$ cat src/rtl/i3c_pkg.sv
// Shared I3C target definitions: CCC codes, the max-length handler state
// encoding, reset values of the committed lengths and the length clamp helper.
package i3c_pkg;

    localparam logic [7:0] SETMWL_BCAST  = 8'h09;
    localparam logic [7:0] SETMWL_DIRECT = 8'h89;
    localparam logic [7:0] SETMRL_BCAST  = 8'h0A;
    localparam logic [7:0] SETMRL_DIRECT = 8'h8A;

    typedef enum logic [2:0] {
        IDLE  = 3'd0,
        MSB   = 3'd1,
        LSB   = 3'd2,
        IBIL  = 3'd3,
        DRAIN = 3'd4
    } ccc_len_state_e;

    localparam logic [15:0] MWL_RST  = 16'd256;
    localparam logic [15:0] MRL_RST  = 16'd256;
    localparam logic [7:0]  IBIL_RST = 8'd255;

    // Bound a requested length into [lo, hi].
    function automatic logic [15:0] clamp_len(input logic [15:0] raw,
                                              input logic [15:0] lo,
                                              input logic [15:0] hi);
        if (raw < lo) begin
            return lo;
        end else if (raw > hi) begin
            return hi;
        end else begin
            return raw;
        end
    endfunction

endpackage

$ cat src/rtl/ccc_max_len_handler.sv
// Target-side SETMWL/SETMRL handler. Collects the MSB-first length payload
// from the CCC decoder and pulses commit strobes towards the configuration
// block so GETMWL/GETMRL and the IBI length readback stay current.
// Optional feature: define CCC_MAX_LEN_CLAMP_EN to clamp committed MWL/MRL
// into [MIN_LEN, MAX_LEN] and flag out-of-range requests on err_o.
module ccc_max_len_handler
    import i3c_pkg::*;
#(
    parameter logic [15:0] MIN_LEN = 16'd8,
    parameter logic [15:0] MAX_LEN = 16'd256
) (
    input  logic        clk_i,
    input  logic        rst_i,
    input  logic        ccc_valid_i,
    input  logic [7:0]  ccc_code_i,
    input  logic        data_valid_i,
    input  logic [7:0]  data_i,
    input  logic        data_last_i,
    output logic        data_ready_o,
    input  logic        bus_stop_i,
    input  logic        ibi_payload_en_i,
    output logic        set_mwl_o,
    output logic        set_mrl_o,
    output logic        set_ibil_o,
    output logic [15:0] mwl_o,
    output logic [15:0] mrl_o,
    output logic [7:0]  ibil_o,
    output logic        err_o,
    output logic        busy_o
);

`ifdef CCC_MAX_LEN_CLAMP_EN
    localparam bit CLAMP_EN = 1'b1;
`else
    localparam bit CLAMP_EN = 1'b0;
`endif

    ccc_len_state_e r_state, w_state_nxt;
    logic        r_kind_mrl, w_kind_mrl_nxt;
    logic        r_drain_skip, w_drain_skip_nxt;
    logic        r_drain_errd, w_drain_errd_nxt;
    logic [7:0]  r_hi, r_lo;
    logic [15:0] r_mwl, r_mrl;
    logic [7:0]  r_ibil;
    logic        r_set_mwl, r_set_mrl, r_set_ibil, r_err;

    logic        w_hs, w_len_ccc, w_code_mrl;
    logic        w_cm_mwl, w_cm_mrl, w_cm_ibil, w_err, w_hi_ld, w_lo_ld;
    logic [15:0] w_raw, w_len;
    logic        w_rng_err;

    assign w_len_ccc  = (ccc_code_i == SETMWL_BCAST) || (ccc_code_i == SETMWL_DIRECT) ||
                        (ccc_code_i == SETMRL_BCAST) || (ccc_code_i == SETMRL_DIRECT);
    assign w_code_mrl = (ccc_code_i == SETMRL_BCAST) || (ccc_code_i == SETMRL_DIRECT);

    assign data_ready_o = (r_state != IDLE);
    assign busy_o       = (r_state != IDLE);
    assign w_hs         = data_valid_i && data_ready_o;

    // In IBIL the MRL value was completed one byte earlier and is held in hi/lo.
    assign w_raw     = (r_state == IBIL) ? {r_hi, r_lo} : {r_hi, data_i};
    assign w_len     = CLAMP_EN ? clamp_len(w_raw, MIN_LEN, MAX_LEN) : w_raw;
    assign w_rng_err = CLAMP_EN && ((w_raw < MIN_LEN) || (w_raw > MAX_LEN));

    assign set_mwl_o  = r_set_mwl;
    assign set_mrl_o  = r_set_mrl;
    assign set_ibil_o = r_set_ibil;
    assign mwl_o      = r_mwl;
    assign mrl_o      = r_mrl;
    assign ibil_o     = r_ibil;
    assign err_o      = r_err;

    // Control state register.
    always_ff @(posedge clk_i) begin
        if (rst_i) begin
            r_state      <= IDLE;
            r_kind_mrl   <= 1'b0;
            r_drain_skip <= 1'b0;
            r_drain_errd <= 1'b0;
        end else begin
            r_state      <= w_state_nxt;
            r_kind_mrl   <= w_kind_mrl_nxt;
            r_drain_skip <= w_drain_skip_nxt;
            r_drain_errd <= w_drain_errd_nxt;
        end
    end

    // Next state and commit decisions; a new CCC wins over STOP, STOP wins over data.
    always_comb begin
        w_state_nxt      = r_state;
        w_kind_mrl_nxt   = r_kind_mrl;
        w_drain_skip_nxt = r_drain_skip;
        w_drain_errd_nxt = r_drain_errd;
        w_cm_mwl         = 1'b0;
        w_cm_mrl         = 1'b0;
        w_cm_ibil        = 1'b0;
        w_err            = 1'b0;
        w_hi_ld          = 1'b0;
        w_lo_ld          = 1'b0;
        if (ccc_valid_i && w_len_ccc) begin
            w_state_nxt    = MSB;
            w_kind_mrl_nxt = w_code_mrl;
        end else if (bus_stop_i) begin
            w_state_nxt = IDLE;
        end else if (w_hs) begin
            case (r_state)
                MSB: begin
                    w_hi_ld = 1'b1;
                    if (data_last_i) begin
                        w_err       = 1'b1;
                        w_state_nxt = IDLE;
                    end else begin
                        w_state_nxt = LSB;
                    end
                end
                LSB: begin
                    if (!r_kind_mrl) begin
                        w_cm_mwl         = 1'b1;
                        w_state_nxt      = data_last_i ? IDLE : DRAIN;
                        w_drain_skip_nxt = 1'b0;
                        w_drain_errd_nxt = 1'b0;
                    end else if (data_last_i || !ibi_payload_en_i) begin
                        w_cm_mrl         = 1'b1;
                        w_state_nxt      = data_last_i ? IDLE : DRAIN;
                        // The optional IBI-length byte is tolerated even when unused.
                        w_drain_skip_nxt = !data_last_i;
                        w_drain_errd_nxt = 1'b0;
                    end else begin
                        w_lo_ld     = 1'b1;
                        w_state_nxt = IBIL;
                    end
                end
                IBIL: begin
                    w_cm_mrl         = 1'b1;
                    w_cm_ibil        = 1'b1;
                    w_state_nxt      = data_last_i ? IDLE : DRAIN;
                    w_drain_skip_nxt = 1'b0;
                    w_drain_errd_nxt = 1'b0;
                end
                DRAIN: begin
                    if (r_drain_skip) begin
                        w_drain_skip_nxt = 1'b0;
                    end else if (!r_drain_errd) begin
                        w_err            = 1'b1;
                        w_drain_errd_nxt = 1'b1;
                    end
                    if (data_last_i) begin
                        w_state_nxt = IDLE;
                    end
                end
                default: w_state_nxt = IDLE;
            endcase
        end
    end

    // Committed values and one-cycle strobes, aligned one cycle after the byte.
    always_ff @(posedge clk_i) begin
        if (rst_i) begin
            r_set_mwl  <= 1'b0;
            r_set_mrl  <= 1'b0;
            r_set_ibil <= 1'b0;
            r_err      <= 1'b0;
            r_mwl      <= MWL_RST;
            r_mrl      <= MRL_RST;
            r_ibil     <= IBIL_RST;
        end else begin
            r_set_mwl  <= w_cm_mwl;
            r_set_mrl  <= w_cm_mrl;
            r_set_ibil <= w_cm_ibil;
            r_err      <= w_err || ((w_cm_mwl || w_cm_mrl) && w_rng_err);
            if (w_cm_mwl) begin
                r_mwl <= w_len;
            end
            if (w_cm_mrl) begin
                r_mrl <= w_len;
            end
            if (w_cm_ibil) begin
                r_ibil <= data_i;
            end
        end
    end

    // Payload byte holding registers; contents only matter while a payload is open.
    always_ff @(posedge clk_i) begin
        if (w_hi_ld) begin
            r_hi <= data_i;
        end
        if (w_lo_ld) begin
            r_lo <= data_i;
        end
    end

endmodule

$ cat config.mk
export PLATFORM = sky130hd
export DESIGN_NAME = ccc_max_len_handler
export DESIGN_NICKNAME = d
export VERILOG_FILES = /design/src/rtl/i3c_pkg.sv /design/src/rtl/ccc_max_len_handler.sv
export SDC_FILE = /design/constraint.sdc
export NUM_CORES = 1
export LEC_CHECK = 0
export ABC_AREA = 1
export BUFFER_PORTS_ARGS = -buffer_cell sky130_fd_sc_hd__buf_4
export CAP_MARGIN = 10
export CORE_AREA = 2 2 77 93
export CTS_BUF_LIST = sky130_fd_sc_hd__clkbuf_8
export DETAILED_ROUTE_END_ITERATION = 6
export DIE_AREA = 0 0 79 95
export PLACE_DENSITY = 0.76
export SETUP_SLACK_MARGIN = 0.02
export SLEW_MARGIN = 20
export SYNTH_ARGS = -nofsm -noshare
export SYNTH_HDL_FRONTEND = slang
export SYNTH_SLANG_ARGS = --single-unit
$ cat constraint.sdc
create_clock -name clk_i -period 1.9 [get_ports clk_i]
set_input_delay 0.38 -clock clk_i [delete_from_list [all_inputs] [get_ports clk_i]]
set_output_delay 0.38 -clock clk_i [all_outputs]
set_load 0.02 [all_outputs]
==> results.ini, run 1 <==
[global_route]
grt_usage=0.1857
grt_max_degree=29
grt_pass1_wl_um=10870
grt_pass1_vias=2390
antenna_found_initial=0
overflow=0

[worst_setup_path]
path_class=reg -> reg
cp-start-kind=flop
crit_fanout=17
critical_path_arrival_ns=1.87
cp.required_ns=2.10
cp-end-kind=flop

[floorplan]
initial_utilization=0.4241
die-area_um2=7505
core_area_um2=6689
die_w_um=79
die_h_um=95
io_pins=69
fp-row-count=33

[timing]
finalSetupTns_ns=0
fin_crit_sh=0.8759
slew_headroom=0.7123
setup_violations=0
min_period_ns=1.664
tightest_slew_ns=0.4306
rsz0062_at_grt=no
hold_viol=0
finalMaxSlewViolations=0
skew_ns=0.01078
timing.fmax_ghz=0.6009

[yosys]
synth_commonest_cells=nand2_1, nor2_1, dfxtp_1
syn-num-nets=389
synth_async_sr_flop_share=0
yosysUniqueCellTypes=27
postSynthCellCount=366
synth_area_leaders=dfxtp_1, edfxtp_1, nand2_1
synth-edff-count=16
synth_area_per_cell_um2=7.750
ys_seq_area_frac=0.5223
synthesis.area_um2=2836
yosysTopAreaCellShare=0.3529
yosysTopAreaCell=dfxtp_1
ys_ff_latch=66
synth-main-ff-cell=dfxtp_1
synth_most_common_cell=nand2_1
yosys_warnings=0

[power_and_ir_drop]
power_density_nw_per_um2=781.4
leakage_uw=0.001737
power_uw=2861
clockPowerShare=0.456
swShare=0.2133
ir_worst_vdd_mv=0.4225
combPwrFrac=0.042
seqPwrFrac=0.502
p_switching_uw=610.3
cellInternalPower_uw=2250

[clocking]
cts_tree=yes
cts-root-buf=clkbuf_8
path_clk_slew_ns=0.08
cts_buffers=9
cts_sinks=66
ctsLongestPathBuffers=2
htreeDepth=3
clock_latency_ns=0.33

[finish]
layout-drive-gt1-share=0.2738
syn2layout_area_growth_pct=29.07
fillers=645
antennaDiodeCount=0
nets=460

[placement]
dp_hpwl_um=4742
port_buffers=67
place_congestion=0.8556

[detailed_routing]
num_vias=2556
detail-route-antenna-nets=0
first_iter_violations=139
detail_route.first_pass.iterations=5
remaining_drc_errors=0
drt-vias-per-instance=4.832
wl_um=6600
routedWlPerCell_um=12.48

[run_status]
status=finished, final reports clean

[hold_path]
hp-class=in -> reg

[flow_run]
maxCapViolations=0

-- stage by stage --
| stage | hold slack, ns | cell area, um2 | instances | setup slack [ns] | util |
|---|---|---|---|---|---|
| after global placement | 0.4479 | 3411 | 511 | 0.06108 | 0.5099 |
| after global routing | 0.2374 | 3661 | 529 | 0.04636 | 0.5473 |
| after floorplan | 0.4382 | 2836 | 366 | 0.2604 | - |
| final | 0.2454 | 3661 | 529 | 0.2358 | 0.5473 |
| after detailed placement | 0.4492 | 3411 | 511 | 0.006157 | 0.5099 |
| after CTS | 0.2347 | 3632 | 527 | 0.1281 | 0.5430 |
-- layer usage --
| layer | share of wire | up-vias | GRT usage | wire length, um |
|---|---|---|---|---|
| met5 | 0 | - | 0 | 0 |
| met4 | 0.020 | 0 | 0.08190 | 129 |
| met3 | 0.060 | 13 | 0.04398 | 395 |
| met2 | 0.48 | 87 | 0.3100 | 3167 |
| met1 | 0.44 | 1163 | 0.2283 | 2908 |
| li1 | - | 1293 | - | - |
-- cell families (layout without fill, tap and decap cells) --
kind of cell / Yosys count / after routing / synth area share
AND/OR/NAND/NOR: 185 / 185 / 0.2894
buffers and inverters: 81 / 157 / 0.1178
flip-flops: 66 / 66 / 0.5223
AO/OA/AOI/OAI: 34 / 34 / 0.07058
-- final timing paths --
check | start | to | slack [ns] | cells after the start
min | data_i[1] | r_lo[1] | 0.25 | 1
max reg2reg | r_state[2] | ibil_o[4] | 0.24 | 7
max | r_state[2] | ibil_o[4] | 0.24 | 7
min reg2reg | ibil_o[5] | ibil_o[5] | 0.47 | 2
-- layout by cell type, fill, tap and decap left out --
| master | Yosys | routed |
|---|---|---|
| buf_4 | 3 | 75 |
| nand2_1 | 68 | 68 |
| nor2_1 | 60 | 60 |
| dfxtp_1 | 50 | 49 |
| inv_1 | 45 | 47 |
| nand3_1 | 27 | 27 |
| o21ai_1 | 24 | 24 |
| inv_2 | 20 | 20 |
| nand4_1 | 19 | 19 |
| edfxtp_1 | 16 | 16 |
| clkbuf_8 | 0 | 10 |
| a21oi_1 | 3 | 3 |
| nor2_2 | 2 | 2 |
| nand2_2 | 2 | 2 |
| a21oi_4 | 2 | 2 |
| nand3_2 | 2 | 2 |
| nor2_4 | 2 | 2 |
| o21ai_0 | 2 | 2 |
| bufinv_16 | 0 | 2 |
| o211ai_1 | 1 | 1 |
| nor4_1 | 1 | 1 |
| a211oi_1 | 1 | 1 |
| nand3b_1 | 1 | 1 |
| nor3_1 | 1 | 1 |
| o21a_1 | 1 | 1 |
| clkinvlp_4 | 0 | 1 |
| clkinv_4 | 0 | 1 |
| dfxtp_2 | 0 | 1 |
| buf_12 | 0 | 1 |
-- worst max-delay path: stages (launching register included) --
cell and delay (ns):
dfxtp_1 0.36, inv_2 0.16, nand3_1 0.21, buf_4 0.26, inv_2 0.15, nand2_1 0.22, nand2_1 0.11, nand3_1 0.06
-- flip-flops by register name, summed over array words and instances, names as in the netlist --
| signal | cells |
|---|---|
| r_hi | 8 |
| set_ibil_o | 1 |
| set_mwl_o | 1 |
| r_lo | 8 |
| set_mrl_o | 1 |
| ibil_o | 8 |
| r_kind_mrl | 1 |
| r_state | 3 |
| r_drain_skip | 1 |
| mwl_o | 16 |
| err_o | 1 |
| mrl_o | 16 |
| r_drain_errd | 1 |
-- layout make-up --
cell class / count / area (um2) / share of cell area
multi-input combinational: 219 / 1021 / 0.2789
timing repair buffer: 76 / 583.1 / 0.1593
clock inverter: 6 / 83.83 / 0.02290
inverter: 65 / 244.0 / 0.06664
clock buffer: 10 / 137.6 / 0.03759
sequential: 66 / 1483 / 0.4050
tap: 87 / 108.9 / 0.02973
-- power by group through the flow --
| stage | clock [uW] | sequential [uW] | combinational [uW] |
|---|---|---|---|
| 2_1_floorplan | 0 | 1470 | 56.1 |
| 3_3_place_gp | 0 | 1470 | 119 |
| 3_5_place_dp | 0 | 1470 | 121 |
| 4_1_cts | 1320 | 1440 | 121 |
| 5_1_grt | 1380 | 1440 | 134 |
| 6_report | 1300 | 1440 | 121 |
-- what timing repair did --
action	in CTS	in global routing
setup endpoints to repair	0	16
buffers inserted	0	2
gates resized for setup	0	1
endpoints found under the hold margin	0	0
hold buffers	0	0
No activity file was read; power rests on OpenSTA's default activity.
==> inputs of run 2 (changes only) <==
RECOVER_POWER = 50   (was not set)
==> results.ini, run 2 (synthesized netlist as in run 1, its figures left out) <==
[floorplan]
die_h_um=95
die_w_um=79
initial_utilization=0.4241
die-area_um2=7505
fp-row-count=33
io_pins=69
core_area_um2=6689

[worst_setup_path]
cp.required_ns=2.10
crit_fanout=17
cp-end-kind=flop
path_class=reg -> reg
critical_path_arrival_ns=1.86
cp-start-kind=flop
reg2reg_depth=7

[global_route]
grt_usage=0.1857
antenna_found_initial=0
overflow=0
grt_pass1_vias=2390
grt_max_degree=29
grt_pass1_wl_um=10870

[placement]
dp_hpwl_um=4742
place_congestion=0.8556
port_buffers=67

[timing]
min_period_ns=1.658
holdWs_ns=0.3444
finalMaxSlewViolations=0
hold_viol=0
tightest_slew_ns=0.4256
slew_headroom=0.7156
rsz0062_at_grt=no
fin_crit_sh=0.8726
finalSetupTns_ns=0
setup_violations=0
skew_ns=0.01133
timing.fmax_ghz=0.6031

[clocking]
cts-root-buf=clkbuf_8
cts_buffers=9
htreeDepth=3
cts_tree=yes
ctsLongestPathBuffers=2
hold_buffers=0
cts_sinks=66
clock_latency_ns=0.33
path_clk_slew_ns=0.08

[finish]
nets=460
final_common_cell=nand2_1
multi_input_comb_area_um2=1018
layout-drive-gt1-share=0.1538
syn2layout_area_growth_pct=22.10
antennaDiodeCount=0
final_cell_mix=nand2_1, nor2_1, clkbuf_1, dfxtp_1, inv_1
fillers=672
regArea_um2=1483

[flow_run]
maxCapViolations=0

[power_and_ir_drop]
p_switching_uw=605.8
leakage_uw=0.001533
clockPowerShare=0.456
combPwrFrac=0.040
power_density_nw_per_um2=822.5
ir_worst_vdd_mv=0.4153
swShare=0.2127
seqPwrFrac=0.504
power_uw=2849
cellInternalPower_uw=2243

[detailed_routing]
first_iter_violations=163
remaining_drc_errors=0
detail-route-antenna-nets=0
detail_route.first_pass.iterations=5
num_vias=2537
wl_um=6624
drt-vias-per-instance=4.796
routedWlPerCell_um=12.52

[hold_path]
hp-class=in -> reg
whs_path_depth=1

[run_status]
status=finished, final reports clean

[run 2: changes by cell type in the layout (fill, tap and decap cells not counted), sizes merged]
cell | previous run | this run
buf | 76 | 23
clkbuf | 10 | 63
[run 2: final cells by class]
cell class	instances	area share
clock buffers	10	0.03974
repair buffers	76	0.1120
well taps	87	0.03143
clock inverters	6	0.02421
inverters	65	0.07045
multi-input cells	219	0.2941
flip-flops and latches	66	0.4281
[run 2: worst max-delay path, cell delays in order (launching register included)]
cell     delay, ns
dfxtp_1       0.36
inv_2         0.16
nand3_1       0.22
buf_4         0.26
inv_2         0.15
nand2_1       0.21
nand2_1       0.11
nand3_1       0.06
[run 2: final timing paths]
path,from,end,slack (ns)
max,r_state[2],ibil_o[4],0.24
min,data_i[1],r_lo[1],0.34
max reg2reg,r_state[2],ibil_o[4],0.24
min reg2reg,ibil_o[5],ibil_o[5],0.46
[run 2: stage by stage]
stage	utilization	area, um2	setup slack (ns)	cells
finish	0.5178	3463	0.2420	529
CTS	0.5430	3632	0.1281	527
floorplan	-	2836	0.2604	366
global route	0.5178	3463	0.04636	529
global placement	0.5099	3411	0.06108	511
detailed placement	0.5099	3411	0.006157	511
[run 2: layer usage]
metal / wire length (um) / part of all wire / GRT usage
met5: 0 / 0 / 0
met4: 128 / 0.019 / 0.08190
met3: 388 / 0.059 / 0.04398
met2: 3138 / 0.47 / 0.3100
met1: 2968 / 0.45 / 0.2283
[run 2: power groups by stage]
| stage | clock (uW) | sequential, uW | combinational (uW) |
|---|---|---|---|
| finish | 1300 | 1440 | 113 |
| floorplan | 0 | 1470 | 56.1 |
| CTS | 1320 | 1440 | 121 |
| global route | 1380 | 1440 | 126 |
| detailed placement | 0 | 1470 | 121 |
| global placement | 0 | 1470 | 119 |
[run 2: timing repair]
action                     in CTS  in global routing
buffers inserted                0                  2
setup endpoints to repair       0                 16
gates resized for setup         0                  1
==> inputs of run 3 (changes only) <==
CORE_AREA = 2 2 71 101   (was 2 2 77 93)
DIE_AREA = 0 0 73 103   (was 0 0 79 95)
==> results.ini, run 3 (synthesized netlist as in run 1, its figures left out) <==
[global_route]
overflow=0
antenna_found_initial=0
grt_usage=0.1837
grt_max_degree=29
grt_pass1_wl_um=10490
grt_pass1_vias=2309

[finish]
final_common_cell=nand2_1
multi_input_comb_area_um2=1018
finish.utilization=0.5097
regArea_um2=1481
layout-drive-gt1-share=0.1497
syn2layout_area_growth_pct=20.60
final_cell_mix=nand2_1, nor2_1, clkbuf_1, dfxtp_1, inv_1
antennaDiodeCount=0
nets=459
fillers=694

[detailed_routing]
detail-route-antenna-nets=0
wl_um=6520
drt-vias-per-instance=4.872
num_vias=2519
first_iter_violations=234
routedWlPerCell_um=12.61
detail_route.first_pass.iterations=7
remaining_drc_errors=0

[clocking]
hold_buffers=0
cts_tree=yes
clock_latency_ns=0.35
path_clk_slew_ns=0.07
cts-root-buf=clkbuf_8
ctsLongestPathBuffers=2
cts_sinks=66
cts-resized-gates=0
htreeDepth=3
cts_buffers=9
post-cts-setup-buffer-count=0

[timing]
timing.fmax_ghz=0.5922
finalMaxSlewViolations=0
finalSetupTns_ns=0
hold_viol=0
slew_headroom=0.7286
tightest_slew_ns=0.4061
min_period_ns=1.689
rsz0062_at_grt=no
holdWs_ns=0.3313
setup_violations=0
skew_ns=0.008950
fin_crit_sh=0.8887

[power_and_ir_drop]
power_density_nw_per_um2=825.0
leakage_uw=0.001516
ir_worst_vdd_mv=0.5014

[worst_setup_path]
cp_top_family=simple AND/OR/NAND/NOR gates
worstSetupEndpoint=mwl_o[6]
path_cells=inv_2 -> nand2_1 -> nor2_1 -> nand3_2 -> nor2_4 -> nand2_1 -> o21ai_1 -> inv_2
max_stage_delay_ns=0.35
slowest_stage=dfxtp_1
ff2ff_setup_slack_ns=0.21
cp-end-kind=flop
cp-start-kind=flop
reg2reg_to=mwl_o[6]
crit_fanout=17
worstSetupStartpoint=r_state[2]
path_class=reg -> reg
cp.depth=8
reg2reg_depth=8
r2r-start=r_state[2]
cp.required_ns=2.14
critical_path_arrival_ns=1.93
crit_buf_inv=2

[floorplan]
die_h_um=103
core_area_um2=6711
initial_utilization=0.4226
die-area_um2=7519
io_pins=69
die_w_um=73
fp-row-count=36

[placement]
port_buffers=67
dp_hpwl_um=4839
place_congestion=0.8405

[flow_run]
maxCapViolations=0

[run_status]
status=finished, final reports clean

[hold_path]
hp-class=in -> reg

-- run 3: cell count changes in the layout (fill, tap and decap cells not counted) --
cell / delta
inv_6: +1
dfxtp_2: -1
clkbuf_8: -1
clkinv_2: +1
clkbuf_1: +1
inv_1: -1
dfxtp_1: +1
buf_12: -1
clkbuf_4: -1
-- run 3: layout make-up --
type,instances,area share
Clock buffer,9,0.03621
Clock inverter,7,0.02743
Inverter,65,0.07132
Multi-Input combinational cell,219,0.2977
Sequential cell,66,0.4331
Tap cell,76,0.02780
Timing Repair Buffer,75,0.1064
-- run 3: how the worst min path moves through the flow --
stage | start | endpoint | depth (start not counted)
3_3_place_gp | ibil_o[4] | ibil_o[4] | 2
5_1_grt | data_i[1] | r_lo[1] | 1
2_1_floorplan | r_drain_errd | r_drain_errd | 2
6_report | data_i[6] | r_lo[6] | 1
4_1_cts | data_i[0] | r_lo[0] | 1
3_5_place_dp | ibil_o[4] | ibil_o[4] | 2
-- run 3: routing by layer --
metal | wire [um] | part of all wire | GRT usage | vias up
li1 | - | - | - | 1286
met5 | 0 | 0 | 0 | -
met2 | 3320 | 0.51 | 0.3188 | 64
met4 | 89 | 0.014 | 0.08547 | 0
met3 | 300 | 0.046 | 0.04203 | 11
met1 | 2810 | 0.43 | 0.2117 | 1158
-- run 3: per-stage QoR --
stage	setup WS [ns]	cell area, um2	cells	total power (uW)
after floorplan	0.2604	2836	366	1524
after global placement	0.07449	3405	501	1590
after detailed placement	0.07699	3405	501	1591
after CTS	0.1739	3622	517	2861
after global routing	0.03458	3421	517	2913
final	0.2115	3421	517	2822
-- run 3: where the power goes --
| part | switching [uW] | internal [uW] | leakage, uW |
|---|---|---|---|
| clock | 534 | 737 | 0.000111 |
| sequential | 0.463 | 1440 | 0.000547 |
| combinational | 74.9 | 40.2 | 0.000858 |
| total | 609 | 2210 | 0.00152 |
